File: src/rtl/muldiv_unit.sv
// Multi-cycle multiply/divide unit with HI/LO result registers (shift-add multiply, restoring divide).
// Define MULDIV_SIGNED_EN to enable signed MULT/DIV (Signal 24/26).
module muldiv_unit #(
  parameter int unsigned WIDTH = 32,
  parameter int unsigned CNT_W = 6
) (
  input  logic             clk,
  input  logic             reset,
  input  logic             start,
  input  logic [5:0]       Signal,
  input  logic [WIDTH-1:0] dataA,
  input  logic [WIDTH-1:0] dataB,
  output logic             busy,
  output logic             done,
  output logic             div_zero,
  output logic [WIDTH-1:0] Output
);

  localparam logic [5:0] FnMultu = 6'd25;
  localparam logic [5:0] FnDivu  = 6'd27;
  localparam logic [5:0] FnMfhi  = 6'd16;
  localparam logic [5:0] FnMthi  = 6'd17;
  localparam logic [5:0] FnMflo  = 6'd18;
  localparam logic [5:0] FnMtlo  = 6'd19;
`ifdef MULDIV_SIGNED_EN
  localparam logic [5:0] FnMult  = 6'd24;
  localparam logic [5:0] FnDiv   = 6'd26;
`endif

  localparam logic [CNT_W-1:0] LastCnt = CNT_W'(WIDTH - 1);

  typedef enum logic [1:0] {StIdle, StRun, StFin} state_e;

  state_e             state;
  logic [CNT_W-1:0]   cnt;
  logic [WIDTH-1:0]   hi, lo;
  logic [WIDTH-1:0]   opa, opb;
  logic [2*WIDTH-1:0] prod;
  logic [WIDTH-1:0]   rem;
  logic [WIDTH-1:0]   quo;
  logic               op_div;
  logic               b_zero;
`ifdef MULDIV_SIGNED_EN
  logic               neg_res;
  logic               neg_rem;
`endif

  // Decode of the launch request
  logic sig_legal, sig_div, sig_signed;
  always_comb begin
    sig_legal  = 1'b0;
    sig_div    = 1'b0;
    sig_signed = 1'b0;
    case (Signal)
      FnMultu: sig_legal = 1'b1;
      FnDivu: begin
        sig_legal = 1'b1;
        sig_div   = 1'b1;
      end
`ifdef MULDIV_SIGNED_EN
      FnMult: begin
        sig_legal  = 1'b1;
        sig_signed = 1'b1;
      end
      FnDiv: begin
        sig_legal  = 1'b1;
        sig_div    = 1'b1;
        sig_signed = 1'b1;
      end
`endif
      default: ;
    endcase
  end

  // Operand magnitudes fed to the unsigned engine
  logic [WIDTH-1:0] mag_a, mag_b;
`ifdef MULDIV_SIGNED_EN
  assign mag_a = (sig_signed && dataA[WIDTH-1]) ? (~dataA + 1'b1) : dataA;
  assign mag_b = (sig_signed && dataB[WIDTH-1]) ? (~dataB + 1'b1) : dataB;
`else
  assign mag_a = dataA;
  assign mag_b = dataB;
  logic unused_signed;
  assign unused_signed = sig_signed;
`endif

  // Shift-add step: add multiplicand into the upper half when the current multiplier bit is set
  logic [WIDTH:0] mul_sum;
  assign mul_sum = {1'b0, prod[2*WIDTH-1:WIDTH]} + (prod[0] ? {1'b0, opa} : '0);

  // Restoring step: diff[WIDTH] set means the trial subtraction went negative
  logic [WIDTH:0]   rem_sh, diff;
  logic [WIDTH-1:0] rem_nx;
  assign rem_sh = {rem, quo[WIDTH-1]};
  assign diff   = rem_sh - {1'b0, opb};
  assign rem_nx = diff[WIDTH] ? rem_sh[WIDTH-1:0] : diff[WIDTH-1:0];

  // Final HI/LO values with sign fix-up
  logic [WIDTH-1:0]   res_hi, res_lo;
  logic [WIDTH-1:0]   fix_q, fix_r;
  logic [2*WIDTH-1:0] fix_p;
  always_comb begin
    fix_q = quo;
    fix_r = rem;
    fix_p = prod;
`ifdef MULDIV_SIGNED_EN
    // On divide by zero the quotient stays all ones; the remainder un-negates back to dataA
    if (neg_res && !b_zero) fix_q = ~quo + 1'b1;
    if (neg_rem)            fix_r = ~rem + 1'b1;
    if (neg_res)            fix_p = ~prod + 1'b1;
`endif
    if (op_div) begin
      res_hi = fix_r;
      res_lo = fix_q;
    end else begin
      res_hi = fix_p[2*WIDTH-1:WIDTH];
      res_lo = fix_p[WIDTH-1:0];
    end
  end

  always_ff @(posedge clk or posedge reset) begin
    if (reset) begin
      state    <= StIdle;
      cnt      <= '0;
      hi       <= '0;
      lo       <= '0;
      opa      <= '0;
      opb      <= '0;
      prod     <= '0;
      rem      <= '0;
      quo      <= '0;
      op_div   <= 1'b0;
      b_zero   <= 1'b0;
      busy     <= 1'b0;
      done     <= 1'b0;
      div_zero <= 1'b0;
`ifdef MULDIV_SIGNED_EN
      neg_res  <= 1'b0;
      neg_rem  <= 1'b0;
`endif
    end else begin
      done <= 1'b0;
      unique case (state)
        StIdle: begin
          if (start) begin
            if (sig_legal) begin
              opa    <= mag_a;
              opb    <= mag_b;
              prod   <= {{WIDTH{1'b0}}, mag_b};
              quo    <= mag_a;
              rem    <= '0;
              op_div <= sig_div;
              b_zero <= (dataB == '0);
              cnt    <= '0;
              busy   <= 1'b1;
              state  <= StRun;
`ifdef MULDIV_SIGNED_EN
              neg_res <= sig_signed & (dataA[WIDTH-1] ^ dataB[WIDTH-1]);
              neg_rem <= sig_signed & dataA[WIDTH-1];
`endif
            end else if (Signal == FnMthi) begin
              hi <= dataA;
            end else if (Signal == FnMtlo) begin
              lo <= dataA;
            end
          end
        end
        StRun: begin
          if (op_div) begin
            rem <= rem_nx;
            quo <= {quo[WIDTH-2:0], ~diff[WIDTH]};
          end else begin
            prod <= {mul_sum, prod[WIDTH-1:1]};
          end
          cnt <= cnt + 1'b1;
          if (cnt == LastCnt) state <= StFin;
        end
        StFin: begin
          hi    <= res_hi;
          lo    <= res_lo;
          done  <= 1'b1;
          busy  <= 1'b0;
          state <= StIdle;
          if (op_div) div_zero <= b_zero;
        end
        default: state <= StIdle;
      endcase
    end
  end

  always_comb begin
    Output = '0;
    if (Signal == FnMfhi)      Output = hi;
    else if (Signal == FnMflo) Output = lo;
  end

endmodule

File: config.mk
export PLATFORM = sky130hd
export DESIGN_NAME = muldiv_unit
export DESIGN_NICKNAME = d
export VERILOG_FILES = /design/src/rtl/muldiv_unit.sv
export SDC_FILE = /design/constraint.sdc
export NUM_CORES = 1
export LEC_CHECK = 0
export BUFFER_PORTS_ARGS = -buffer_cell sky130_fd_sc_hd__buf_2
export CORE_MARGIN = 1
export CORE_UTILIZATION = 40
export CTS_CLUSTER_SIZE = 24
export DETAILED_ROUTE_END_ITERATION = 12
export PLACE_DENSITY = 0.55
export SLEW_MARGIN = 20
export SYNTH_ARGS = -nofsm -noshare
export SYNTH_HDL_FRONTEND = slang
export SYNTH_SLANG_ARGS = --single-unit
File: constraint.sdc
create_clock -name clk -period 10.86 [get_ports clk]
set_input_delay 1.086 -clock clk [delete_from_list [all_inputs] [get_ports clk]]
set_output_delay 1.086 -clock clk [all_outputs]
set_load 0.01 [all_outputs]
# ---- Word-level counts from Yosys, hierarchy flattened
# Cells that the tools add are included.
dict set report classes {
  n_reduce_logical 14
  n_bitwise 1
  eq_ne 18
  mux 40
  n_addsub 3
}
# op count
set ops {}
lappend ops {{$mux W32} 19}
lappend ops {{$pmux W32 S2} 4}
lappend ops {{$mux W64} 3}
lappend ops {{$pmux W64 S2} 1}
lappend ops {{$eq A6 B5 Y1 const B} 7}
lappend ops {{$add A32 B32 Y33} 1}
lappend ops {{$sub A33 B32 Y33} 1}
lappend ops {{$logic_not A32 Y1} 1}
lappend ops {{$ne A2 B2 Y1 const B} 9}
lappend ops {{$mux W6} 2}
lappend ops {{$pmux W6 S2} 1}
lappend ops {{$reduce_and A3 Y1} 4}
lappend ops {{$reduce_and A4 Y1} 3}
lappend ops {{$add A6 B1 Y6 const B} 1}
lappend ops {{$mux W2} 3}
lappend ops {{$mux W1} 5}
lappend ops {{$reduce_and A5 Y1} 1}
lappend ops {{$pmux W2 S2} 1}
lappend ops {{$reduce_bool A2 Y1} 2}
lappend ops {{$eq A2 B1 Y1 const B} 1}
lappend ops {{$eq A2 B2 Y1 const B} 1}
lappend ops {{$logic_not A2 Y1} 1}
lappend ops {{$pmux W1 S2} 1}
lappend ops {{$reduce_and A2 Y1} 1}
lappend ops {{other kinds (2)} 2}
dict set report totals {
  input_bits 73
  ff_bits 269
}

# ---- Depth between registers and ports, before layout
dict set report logic_depth {
  word_depth 6
  depth_mapped 13
  mapped_depth_nobuf 12
}

# ---- Worst setup path after synthesis
# No wires, ideal clock.
dict set report synth_path {
  path_type {input-to-output}
  from {in Signal[1]}
  to {out Output[10]}
  t_arrival_ps 2150
  stages 4
  path_buffers 2
  setup_slack_ps 7624
  path_cell_list {clkbuf_1 -> clkbuf_1 -> mux2i_1 -> nor2_1}
}
dict set report synth_between {
  elab_chain_len 3
  elab_cells_between_ends 4
}
# element line
set synth_lines {}
lappend synth_lines {{start: declaration} 10} ;# input logic [5:0] Signal,
lappend synth_lines {{$eq A6 B5 Y1} 194} ;# else if (Signal == FnMflo) Output = lo;
lappend synth_lines {{$mux W32} 194}
lappend synth_lines {{$mux W32 *} 193} ;# if (Signal == FnMfhi) Output = hi;
lappend synth_lines {{end: declaration} 16} ;# output logic [WIDTH-1:0] Output
# Every way passes the cells marked *; elsewhere a longest branch is shown, timed or not.

# ---- Worst setup path in the final report
dict set report layout_path {
  from {reg prod[0], in the netlist fix_p[0]}
  to {reg prod[57], in the netlist fix_p[57]}
}
dict set report layout_between {
  elab_chain_len 4
}
# element line
set layout_lines {}
lappend layout_lines {{start: declaration} 38} ;# logic [2*WIDTH-1:0] prod;
lappend layout_lines {{start signal: assignment} 149} ;# prod <= {{WIDTH{1'b0}}, mag_b};
lappend layout_lines {{start signal: assignment} 173} ;# prod <= {mul_sum, prod[WIDTH-1:1]};
lappend layout_lines {{$mux W32} 89} ;# assign mul_sum = {1'b0, prod[2*WIDTH-1:WIDTH]} + (prod[0] ? {1'b0, opa} : '0);
lappend layout_lines {{$add A32 B32 Y33} 89}
lappend layout_lines {{$mux W64} 169} ;# if (op_div) begin
lappend layout_lines {{$pmux W64 S2} 143} ;# unique case (state)
# Every way passes these cells. The select of a mux whose other input is x is not followed.
# A chain may end at the register's enable or synchronous reset.

==> results.sh <==
export IMPL_ys_flop_type="dfrtp_1"
export IMPL_combPwrFrac=0.404
export IMPL_drt_iter0_markers=964
export IMPL_finalSetupTns_ns=0
export IMPL_synth_seq_area_share=0.419
export IMPL_grt_pass1_wl_um=76500
export IMPL_pin_count=108
export IMPL_cts_buffers=34
export IMPL_min_path_type="register to register"
export IMPL_post_cts_buffers=0
export IMPL_slew_headroom=0.308
export IMPL_antenna_found_initial=0
export IMPL_netlist_area_leader_share=0.419
export IMPL_reg2regPathDepth=12
export IMPL_crit_required_ns=11.24
export IMPL_synth_warnings=0
export IMPL_worst_pin_slew_ns=1.04
export IMPL_synth_edf_count=0
export IMPL_grt_setup_unrepaired="false"
export IMPL_vias=13600
export IMPL_port_buffer_count=107
export IMPL_synthArstFlopShare=1.00
export IMPL_grt_max_degree=118
export IMPL_die_area_um2=41000
export IMPL_area_growth_pct=13.4
export IMPL_p_leak_nw=8.66
export IMPL_dieHeight_um=202
export IMPL_p_switching_mw=1.97
export IMPL_num_antenna_cells=0
export IMPL_track_usage=0.238
export IMPL_finClkSkew_ns=0.0221
export IMPL_final_nets=2048
export IMPL_core_area_um2=39600
export IMPL_synth_area_top_cells="dfrtp_1 42%, nand2_1 8.2%, mux2i_1 7.6%"
export IMPL_finalCriticalPeriod_ns=4.21
export IMPL_place_congestion=0.857
export IMPL_power_mw=4.88
export IMPL_status="complete, no violations"
export IMPL_synthesis_area_um2=16100
export IMPL_fin_area_um2=18200
export IMPL_finalHoldViolations=0
export IMPL_wirelength_um=48000
export IMPL_floorplan_initialDensity=0.405
export IMPL_ir_drop_mv=0.127
export IMPL_crit_fanout=34
export IMPL_root_buffer="clkbuf_16"
export IMPL_synth_net_count=1994
export IMPL_clkTransAtPathRegs_ns=0.06
export IMPL_dr_pass1_iters=5
export IMPL_setup_viol=0
export IMPL_via_per_inst=5.54
export IMPL_ant_nets=0
export IMPL_clockBufferDepth=3
export IMPL_p_int_mw=2.91
export IMPL_netlist_cell_type_count=62
export IMPL_cellPowerDensity_nw_per_um2=268
export IMPL_grt_overflow_total=0
export IMPL_htreeDepth=2
export IMPL_dp_hpwl_um=33000
export IMPL_switching_share=0.404
export IMPL_synth_top_area_cell="dfrtp_1"
export IMPL_hold_buffers=0
export IMPL_seq_power_share=0.349
export IMPL_grt_pass1_vias=13300
export IMPL_avgSynthCellArea_um2=8.67
export IMPL_avgRoutedWirePerCell_um=19.5
export IMPL_placed_area_um2=17000
export IMPL_fmax_mhz=238
export IMPL_path_class="register to register"
export IMPL_fin_crit_sh=0.387
export IMPL_ys_ff_latch=269
export IMPL_netlist_instances=1854
export IMPL_p_clk_frac=0.247
export IMPL_hold_depth=2
export IMPL_cts_tree="yes"
export IMPL_arrival_ns=4.59
export IMPL_setup_worst_path_start_class="register"
export IMPL_cts_sinks=269
export IMPL_drc=0
export IMPL_insertion_delay_ns=0.54
export IMPL_fp_dieW_um=202
export IMPL_fp_row_count=73
export IMPL_crit_path_end_kind="register"
export IMPL_maxSlewViolCount=0
export IMPL_fin_util=0.460
export IMPL_cap_violations=0
export IMPL_ctsResizeCount=0
export IMPL_drive_above_1_share=0.117
## cells in the final DEF, fill, tap and decap left out, types with 4 or more instances in the layout
cell,Yosys,layout
clkbuf_1,82,9
o21ai_1,28,28
nor3b_1,4,4
o21ai_0,93,93
nand3_1,38,38
ha_1,65,65
a21oi_1,92,92
inv_1,58,57
o21bai_1,10,9
nor4_1,11,11
nand2_1,351,349
or3_1,8,8
buf_4,1,16
nor3_1,16,16
a21o_1,56,56
buf_2,7,107
bufinv_16,0,4
xor2_1,21,21
and2_1,38,38
a211o_1,4,4
dfrtp_1,269,268
nor2_1,178,176
and3_1,11,11
mux2i_1,122,122
o21a_1,7,7
mux2_2,35,35
clkbuf_8,0,6
o211ai_1,10,10
a211oi_1,44,44
o31ai_1,6,6
xnor2_1,26,26
nand2b_1,9,7
a22o_1,5,5
nand4_1,14,14
a31oi_1,75,75
clkbuf_16,0,37
nor2b_1,6,4
## registers in the layout, summed over array words and instances (netlist names), 6 cells and up
signal  cells
fix_p      64
fix_q      32
fix_r      32
hi         32
lo         32
opa        32
opb        32
cnt         6
## final cells by class
type                            count  area [µm²]
Fill cell                        3884       21400
Multi-Input combinational cell   1420        8750
Sequential cell                   269        6740
Clock buffer                       52        1040
Timing Repair Buffer              125         678
Tap cell                          525         657
Inverter                           58         225
Clock inverter                      7         141
## kinds of logic after synthesis
family | count (synthesis) | synth area share
and+or+nand+nor | 696 | 0.186
xor gates and xnor gates | 47 | 0.0256
muxes | 157 | 0.100
adders and majority gates | 67 | 0.0531
AOI/OAI and AO/OA | 453 | 0.176
buffers and inverters | 165 | 0.0402
DFF | 269 | 0.419
## power by group through the flow
stage          clock, mW  sequential [mW]  combinational (mW)
2_1_floorplan          0             1.53                1.59
3_3_place_gp           0             1.72                1.92
3_5_place_dp           0             1.73                1.96
4_1_cts             1.23             1.71                1.97
5_1_grt             1.27             1.75                2.22
6_report            1.21             1.70                1.97
## synth_stat cells, drive strengths merged, types with 3 or more instances
master and instances:
mux2 35, or3 8, a211oi 45, dfrtp 269, nand3 38, nand2b 9, a31oi 75, o21a 7
and2 38, inv 58, o211ai 10, clkbuf 82, a2bb2oi 3, o21ai 121, xnor2 26, and4 3
o21bai 10, nand2 351, ha 65, o31ai 6, nor2 178, nor3b 4, nor2b 6, a211o 4
xor2 21, a22o 5, nor4 11, nor3 16, nand4b 3, nand4 14, mux2i 122, a21o 56
buf 25, and3 11, a21oi 93
## through the flow
| step | std cells | hold slack (ns) | setup slack, ns |
|---|---|---|---|
| after global routing | 2456 | 0.487 | 6.30 |
| after global placement | 2397 | 0.454 | 6.29 |
| after CTS | 2456 | 0.469 | 6.61 |
| final | 2456 | 0.464 | 6.65 |
| after detailed placement | 2397 | 0.455 | 6.21 |
| after floorplan | 1854 | 0.438 | 2.36 |
## layer usage
metal / global-route usage / vias to the layer above / share of wire
li1: - / 6598 / -
met1: 0.326 / 6532 / 0.46
met2: 0.369 / 395 / 0.45
met3: 0.0353 / 86 / 0.054
met4: 0.109 / 0 / 0.042
met5: 0 / - / 0
## critical path: stages, from the launching register on
cell and delay, ns:
dfrtp_1 0.99, and2_1 0.24, ha_1 0.19, inv_1 0.07, fa_1 0.42, nor2b_1 0.15, o31a_1 0.18, o2111ai_1 0.21
a2111oi_0 0.79, o31ai_1 0.29, o21ai_0 0.26, xnor2_1 0.15, o21ai_0 0.09
## worst paths after layout
path | endpoint | slack, ns | startpoint
max | fix_p[57] | 6.65 | fix_p[0]
min | opa[26] | 0.46 | opa[26]
max reg2reg | fix_p[57] | 6.65 | fix_p[0]
min reg2reg | opa[26] | 0.46 | opa[26]
max in group asynchronous | fix_p[30] | 8.16 | reset
min in group asynchronous | cnt[3] | 0.73 | reset
Note: power is estimated with default switching activity, not from simulation.
